--- src/rtl/pipeline_sequencer.sv ---
// Execution-control and hazard sequencer for a 5-stage MIPS pipeline.
// Handles run/step/halt control, load-use stalls, branch flushes, HALT drain and a saturating cycle counter.
module pipeline_sequencer #(
    parameter int RA_W         = 5,
    parameter int CNT_W        = 32,
    parameter int DRAIN_CYCLES = 4
) (
    input  logic             clk,
    input  logic             reset,
    input  logic             cmd_valid,
    input  logic [1:0]       cmd,
    input  logic             halt_instr,
    input  logic             id_ex_MemRead,
    input  logic [RA_W-1:0]  id_ex_rt,
    input  logic [RA_W-1:0]  if_id_rs,
    input  logic [RA_W-1:0]  if_id_rt,
    input  logic             branch_taken,
    output logic             pipe_en,
    output logic             pc_write,
    output logic             if_id_write,
    output logic             if_id_flush,
    output logic             id_ex_flush,
    output logic             ex_mem_flush,
    output logic             step_done,
    output logic             halted,
    output logic [2:0]       state,
    output logic [CNT_W-1:0] cycle_count
);

    localparam int DW = (DRAIN_CYCLES > 1) ? $clog2(DRAIN_CYCLES) : 1;

    typedef enum logic [2:0] {
        S_IDLE   = 3'd0,
        S_RUN    = 3'd1,
        S_STEP   = 3'd2,
        S_DRAIN  = 3'd3,
        S_HALTED = 3'd4
    } state_t;

    localparam logic [1:0] CMD_RUN  = 2'b01;
    localparam logic [1:0] CMD_STEP = 2'b10;
    localparam logic [1:0] CMD_HALT = 2'b11;

    state_t        state_q;
    logic [DW-1:0] drain_cnt;
    logic          load_use;

    function automatic logic [CNT_W-1:0] sat_inc(input logic [CNT_W-1:0] v);
        return (&v) ? v : v + {{(CNT_W-1){1'b0}}, 1'b1};
    endfunction

    assign state = state_q;

    // FSM and registered status outputs
    always_ff @(posedge clk) begin
        if (reset) begin
            state_q     <= S_IDLE;
            drain_cnt   <= '0;
            step_done   <= 1'b0;
            halted      <= 1'b0;
            cycle_count <= '0;
        end else begin
            step_done <= (state_q == S_STEP);
            if (pipe_en)
                cycle_count <= sat_inc(cycle_count);
            case (state_q)
                S_IDLE: begin
                    if (cmd_valid && cmd == CMD_RUN)
                        state_q <= S_RUN;
                    else if (cmd_valid && cmd == CMD_STEP)
                        state_q <= S_STEP;
                end
                S_RUN: begin
                    // A debugger halt wins; the HALT opcode stays in IF/ID and is seen again on resume.
                    if (cmd_valid && cmd == CMD_HALT)
                        state_q <= S_IDLE;
                    else if (halt_instr && !branch_taken) begin
                        state_q   <= S_DRAIN;
                        drain_cnt <= DW'(DRAIN_CYCLES - 1);
                    end
                end
                S_STEP: state_q <= S_IDLE;
                S_DRAIN: begin
                    if (branch_taken)
                        state_q <= S_RUN;
                    else if (drain_cnt == '0) begin
                        state_q <= S_HALTED;
                        halted  <= 1'b1;
                    end else
                        drain_cnt <= drain_cnt - 1'b1;
                end
                S_HALTED: state_q <= S_HALTED;
                default:  state_q <= S_IDLE;
            endcase
        end
    end

    assign load_use = id_ex_MemRead && (id_ex_rt != '0) &&
                      ((id_ex_rt == if_id_rs) || (id_ex_rt == if_id_rt));

    // Zero-latency enable/flush decode
    always_comb begin
        pipe_en      = (state_q == S_RUN) || (state_q == S_STEP) || (state_q == S_DRAIN);
        pc_write     = pipe_en;
        if_id_write  = pipe_en;
        if_id_flush  = 1'b0;
        id_ex_flush  = 1'b0;
        ex_mem_flush = 1'b0;
        if (pipe_en && branch_taken) begin
            pc_write     = 1'b1;
            if_id_write  = 1'b1;
            if_id_flush  = 1'b1;
            id_ex_flush  = 1'b1;
            ex_mem_flush = 1'b1;
        end else if (state_q == S_DRAIN) begin
            // Feed NOPs behind the HALT while older instructions retire.
            pc_write    = 1'b0;
            if_id_write = 1'b1;
            if_id_flush = 1'b1;
        end else if (pipe_en && load_use) begin
            pc_write    = 1'b0;
            if_id_write = 1'b0;
            id_ex_flush = 1'b1;
        end
    end

endmodule

--- config.mk ---
export PLATFORM = sky130hd
export DESIGN_NAME = pipeline_sequencer
export DESIGN_NICKNAME = d
export VERILOG_FILES = /design/src/rtl/pipeline_sequencer.sv
export SDC_FILE = /design/constraint.sdc
export NUM_CORES = 1
export LEC_CHECK = 0
export BUFFER_PORTS_ARGS = -buffer_cell sky130_fd_sc_hd__buf_2
export CAP_MARGIN = 20
export CORE_ASPECT_RATIO = 1.25
export CORE_MARGIN = 10
export CORE_UTILIZATION = 52
export CTS_CLUSTER_DIAMETER = 120
export DETAILED_ROUTE_END_ITERATION = 7
export PLACE_DENSITY = 0.77
export SYNTH_ARGS = -nofsm -noshare
export SYNTH_HDL_FRONTEND = slang
export SYNTH_SLANG_ARGS = --single-unit
export TNS_END_PERCENT = 5
--- constraint.sdc ---
create_clock -name clk -period 3.1 [get_ports clk]
set_clock_uncertainty 0.05 [all_clocks]
set_input_delay 0.465 -clock clk [delete_from_list [all_inputs] [get_ports clk]]
set_output_delay 0.465 -clock clk [all_outputs]
set_load 0.02 [all_outputs]
Word level (Yosys, flattened, before mapping):

Index checks and enable logic that the tools add are counted.

* word-level logic and storage cells: 69
* register bits after elaboration: 39
* bits of input ports: 23
* output and inout port bits: 43

* reductions and logical operators: 21
* bitwise gates (word level): 2
* equality and inequality tests: 16
* $add $sub $neg: 2
* multiplexer cells: 23

Operators by type and width (number)
* adder 32 x 1 -> 32 bit, second input constant: 1
* AND reduction 32 bit: 1
* two-way mux 3 bit: 6
* case mux 3 bit (4 select lines): 1
* two-way mux 1 bit: 11
* equality test 5 bit: 2
* != test 3 bit, second input constant: 3
* logical AND 1 bit: 8
* two-way mux 2 bit: 4
* != test 2 bit, second input constant: 4
* equality test 3 x 2 -> 1 bit, second input constant: 2
* AND reduction 3 bit: 2
* AND reduction 5 bit: 1
* nonzero test 5 bit: 1
* equality test 2 bit, second input constant: 2
* case mux 2 bit (2 select lines): 1
* equality test 3 x 1 -> 1 bit, second input constant: 1
* equality test 3 bit, second input constant: 1
* zero test 3 bit: 1
* logical OR 1 bit: 3
* equality test 2 x 1 -> 1 bit, second input constant: 1
* zero test 2 bit: 1
* NOT 1 bit: 2
* AND reduction 2 bit: 1
* other kinds (3): 3

Depth between registers and ports, before layout:

* depth after elaboration: 7
* depth in mapped cells: 8
* gate-level depth less buffers: 6

Worst setup path before layout:

Ideal clock, no wire load.

* path type: flip-flop to flip-flop
* start: register cycle_count[0]
* end: register cycle_count[9]
* stages on the path, launching flop included: 8
* setup time: 123 ps
* slack: 580 ps
* path buffers: 1
* data arrival time: 2347 ps
* cell sequence: dfxtp_1 > ha_1 > nand4_1 > or4_4 > nor3_4 > buf_6 > nand4b_1 > mux2_1

* word-level cells in the longest chain between the ends: 3
* elaborated cells between the ends (all ways): 4
* classes of those cells: add/sub: 1; bitwise: 1; reduce/logical: 2

Ends and longest elaborated chain
* start, declared: line 27 `output logic [CNT_W-1:0] cycle_count`
* start signal, assigned: line 65 `cycle_count <= sat_inc(cycle_count);`
* parallel branches: the longest is 3 deep, another holds adder 32 x 1 -> 32 bit

Parallel ways; which one is timed is not known.
A chain may end at the register's enable or synchronous reset.

Worst setup path in the final report:

* start: register cycle_count[1]
* end: register cycle_count[19]

The elaborated chain is that of the path after synthesis.

==> out/qor.yml <==
worst-endpoint-arrival_ns: 2.66
layout_setup_ws_ns: 0.5434
max_stage_delay_ns: 0.60
core_area_mm2: 0.004358
levels_on_crit_path: 7
finalNetCount: 365
netlist_instances: 279
layout_common_cells: "buf_2, dfxtp_1, nor2_1, a21oi_1"
instances_no_fill: 399
async_reset_ff_share_pct: 0
detailed_place_hpwl_um: 4473
ys.warnings.count: 0
grt.met3_usage_pct: 5.798
path_max_fanout: 18
all_layer_gr_usage_pct: 15.72
clk-insertion-delay-late_ns: 0.29
power.ir.vdd_worst_mv: 0.3166
post_cts.resized_instances: 0
layout.cells.most_common: "buf_2"
tns_ns: 0
cts_sinks: 39
antenna_found_initial: 0
power.density_mw_per_mm2: 351.8
buffer_ports.inserted: 65
antenna_left: 0
multi_input_area_mm2: 0.001436
post_dp_cell_area_mm2: 0.002664
syn_to_final_growth_pct: 17.83
worstSetupEndpointType: "flop"
detailedRoute.firstPassIterationCount: 4
floorplan.die_area_mm2: 0.007574
post_synth_num_cell_types: 54
dpl.cell_count: 391
gpl.final_weighted_congestion: 0.8527
cts-htree-levels: 2
grt.met1_usage_pct: 17.76
syn_avg_cell_area_um2: 8.350
clockBufferDepth: 2
max_cap_viol_count: 0
die_h_um: 94.84
grt_setup_unrepaired: "false"
synth.yosys.seq_area_share_pct: 33.51
timing.critical_path.max_delay_family: "simple AND/OR/NAND/NOR gates"
detailed_route_wl_um: 5987
fin_total_pwr_mw: 0.9657
std_cell_rows: 27
number_of_top_level_pins: 66
layout.cell_area.non_filler_mm2: 0.002745
area_occupied_by_registers_um2: 780.7
fmax_ghz: 0.3911
worst-r2r-cell-count: 7
start_util_pct: 53.46
worstSetupStartpointType: "flop"
post_route_drc: 0
grt_start_max_net_pins: 45
worst_slew_slack_as_a_fraction_of_its_limit_pct: 43.87
drive_above_1_share_pct: 26.98
cts_root_buf: "clkbuf_8"
final.min_clock_period_ns: 2.557
fp.dieW_um: 79.87
ys_ff_latch: 39
timing.final.max_slew_violations: 0
netlist.top_cell.by_area: "dfxtp_1"
via_count_of_the_first_global_routing_pass: 2152
synth_top_cells_by_area: "dfxtp_1, or4_1, a21oi_1, o31ai_1, xor2_1"
criticalPathCategory: "flop to flop"
cp.buffers_inverters: 1
fillerInstances: 398
path_cells: "ha_1, nand4_1, or4_4, nor3_4, buf_4, or4_1, a21oi_2"
timing.final.crit_share_pct: 82.47
post_synth_instance_area_mm2: 0.002330
clock_transition_at_the_registers_of_the_reported_paths_ns: 0.07
syn_nets: 304
grt-ovfl-total: 0
number_of_enable_flip_flop_cells_after_synthesis: 0
gr-usage-met2_pct: 26.35
cts_buffers: 5
detailedPlace.worstSlack_ns: 0.5541
grt.busiest_layer: "met2"
antenna_cells_inserted: 0
num_vias: 2407
ys_dominant_reg_cell: "dfxtp_1"
tritoncts: "done"
leakage_nw: 1.059
finalSetupViolCount: 0
vias_per_cell: 6.033
worstHoldPathCells: 2
cpMaxStageDelayCell: "or4_4"
global_route_wire_length_before_repair_um: 9942
netlist.area_leader.share_pct: 33.51
postCtsSetupBuffers: 0
min_path_type: "flop to flop"
detail_route.wl_per_cell_um: 15.01
timing.critical_path.required_ns: 3.20
final_hold_viol_count: 0
drt_iter0_drc: 127
status: "finished clean"
cts-hold-fix-buffers: 0
worst_pin_slew_ns: 0.8420
cell usage after synthesis, types with 2 or more instances:
cell type	count
dfxtp_1	39
a21oi_1	21
nor2_1	21
nand2_1	16
or4_1	16
nand3_1	15
o31ai_1	14
nand4_1	12
xor2_1	10
or3_1	9
a21oi_2	8
nor3_1	7
o21ai_1	7
xnor2_1	7
and3_1	6
inv_1	6
clkbuf_1	5
o21ai_0	5
buf_6	4
nor2b_1	4
nor4_1	4
buf_2	3
and4_1	2
ha_1	2
mux2_1	2
mux2_4	2
nand4b_1	2
nor4b_1	2
o2111ai_1	2
o21bai_1	2
state kept, by name (all words and copies together), names as in the netlist:
register and cells:
state 3, halted 1, drain_cnt 2, step_done 1
cycle_count 32
cells by family (layout without fill, tap and decap cells):
kind of cell	after synthesis	count (layout)	synth area share, %
AND/OR/NAND/NOR	125	125	31.36
AO/OA/AOI/OAI	70	70	19.93
flip-flops	39	39	33.51
buffers and inverters	21	83	4.994
XOR/XNOR	17	17	6.391
multiplexers	5	5	2.739
adder cells (fa/ha/maj)	2	2	1.074
path summary, 6_finish.rpt:
check / from / end / slack [ns]
setup / recovery: cycle_count[1]$_SDFFE_PP0P_ / cycle_count[19]$_SDFFE_PP0P_ / 0.54
hold / removal: halted$_SDFFE_PP0P_ / halted$_SDFFE_PP0P_ / 0.40
hold reg to reg: halted$_SDFFE_PP0P_ / halted$_SDFFE_PP0P_ / 0.40
setup reg to reg: cycle_count[1]$_SDFFE_PP0P_ / cycle_count[19]$_SDFFE_PP0P_ / 0.54
through the flow:
step | hold WS, ns | util, %
2_1_floorplan | 0.4058 | -
3_3_place_gp | 0.3854 | 61.13
3_5_place_dp | 0.3926 | 61.13
4_1_cts | 0.4036 | 62.99
5_1_grt | 0.4439 | 62.99
6_report | 0.4006 | 62.99
power by group:
group / total (mW) / internal, mW / switching [mW]
Clock: 0.328 / 0.158 / 0.171
Combinational: 0.124 / 0.0465 / 0.0777
Sequential: 0.513 / 0.506 / 0.00747
area by class of cell:
type                       count  area share (%)
clock buffer                   7           2.780
tap                           58           2.644
clock inverter                 1          0.1823
inverter                       7          0.9572
sequential                    39           28.44
multi-input combinational    219           52.32
timing repair buffer          68           12.67
worst reg2reg max path, delay by kind of cell, from the launching register on:
family / cells / cell delay (ns)
AOI/OAI and AO/OA: 1 / 0.05
adders and majority gates: 1 / 0.23
buffers and inverters: 1 / 0.30
DFF: 1 / 0.40
and+or+nand+nor: 4 / 1.39
routing by layer:
| metal | vias to the layer above | wire length (um) |
|---|---|---|
| li1 | 1186 | - |
| met1 | 1137 | 2507 |
| met2 | 77 | 2829 |
| met3 | 7 | 565 |
| met4 | 0 | 84 |
| met5 | - | 0 |
Power figures use the tool's default switching activity.
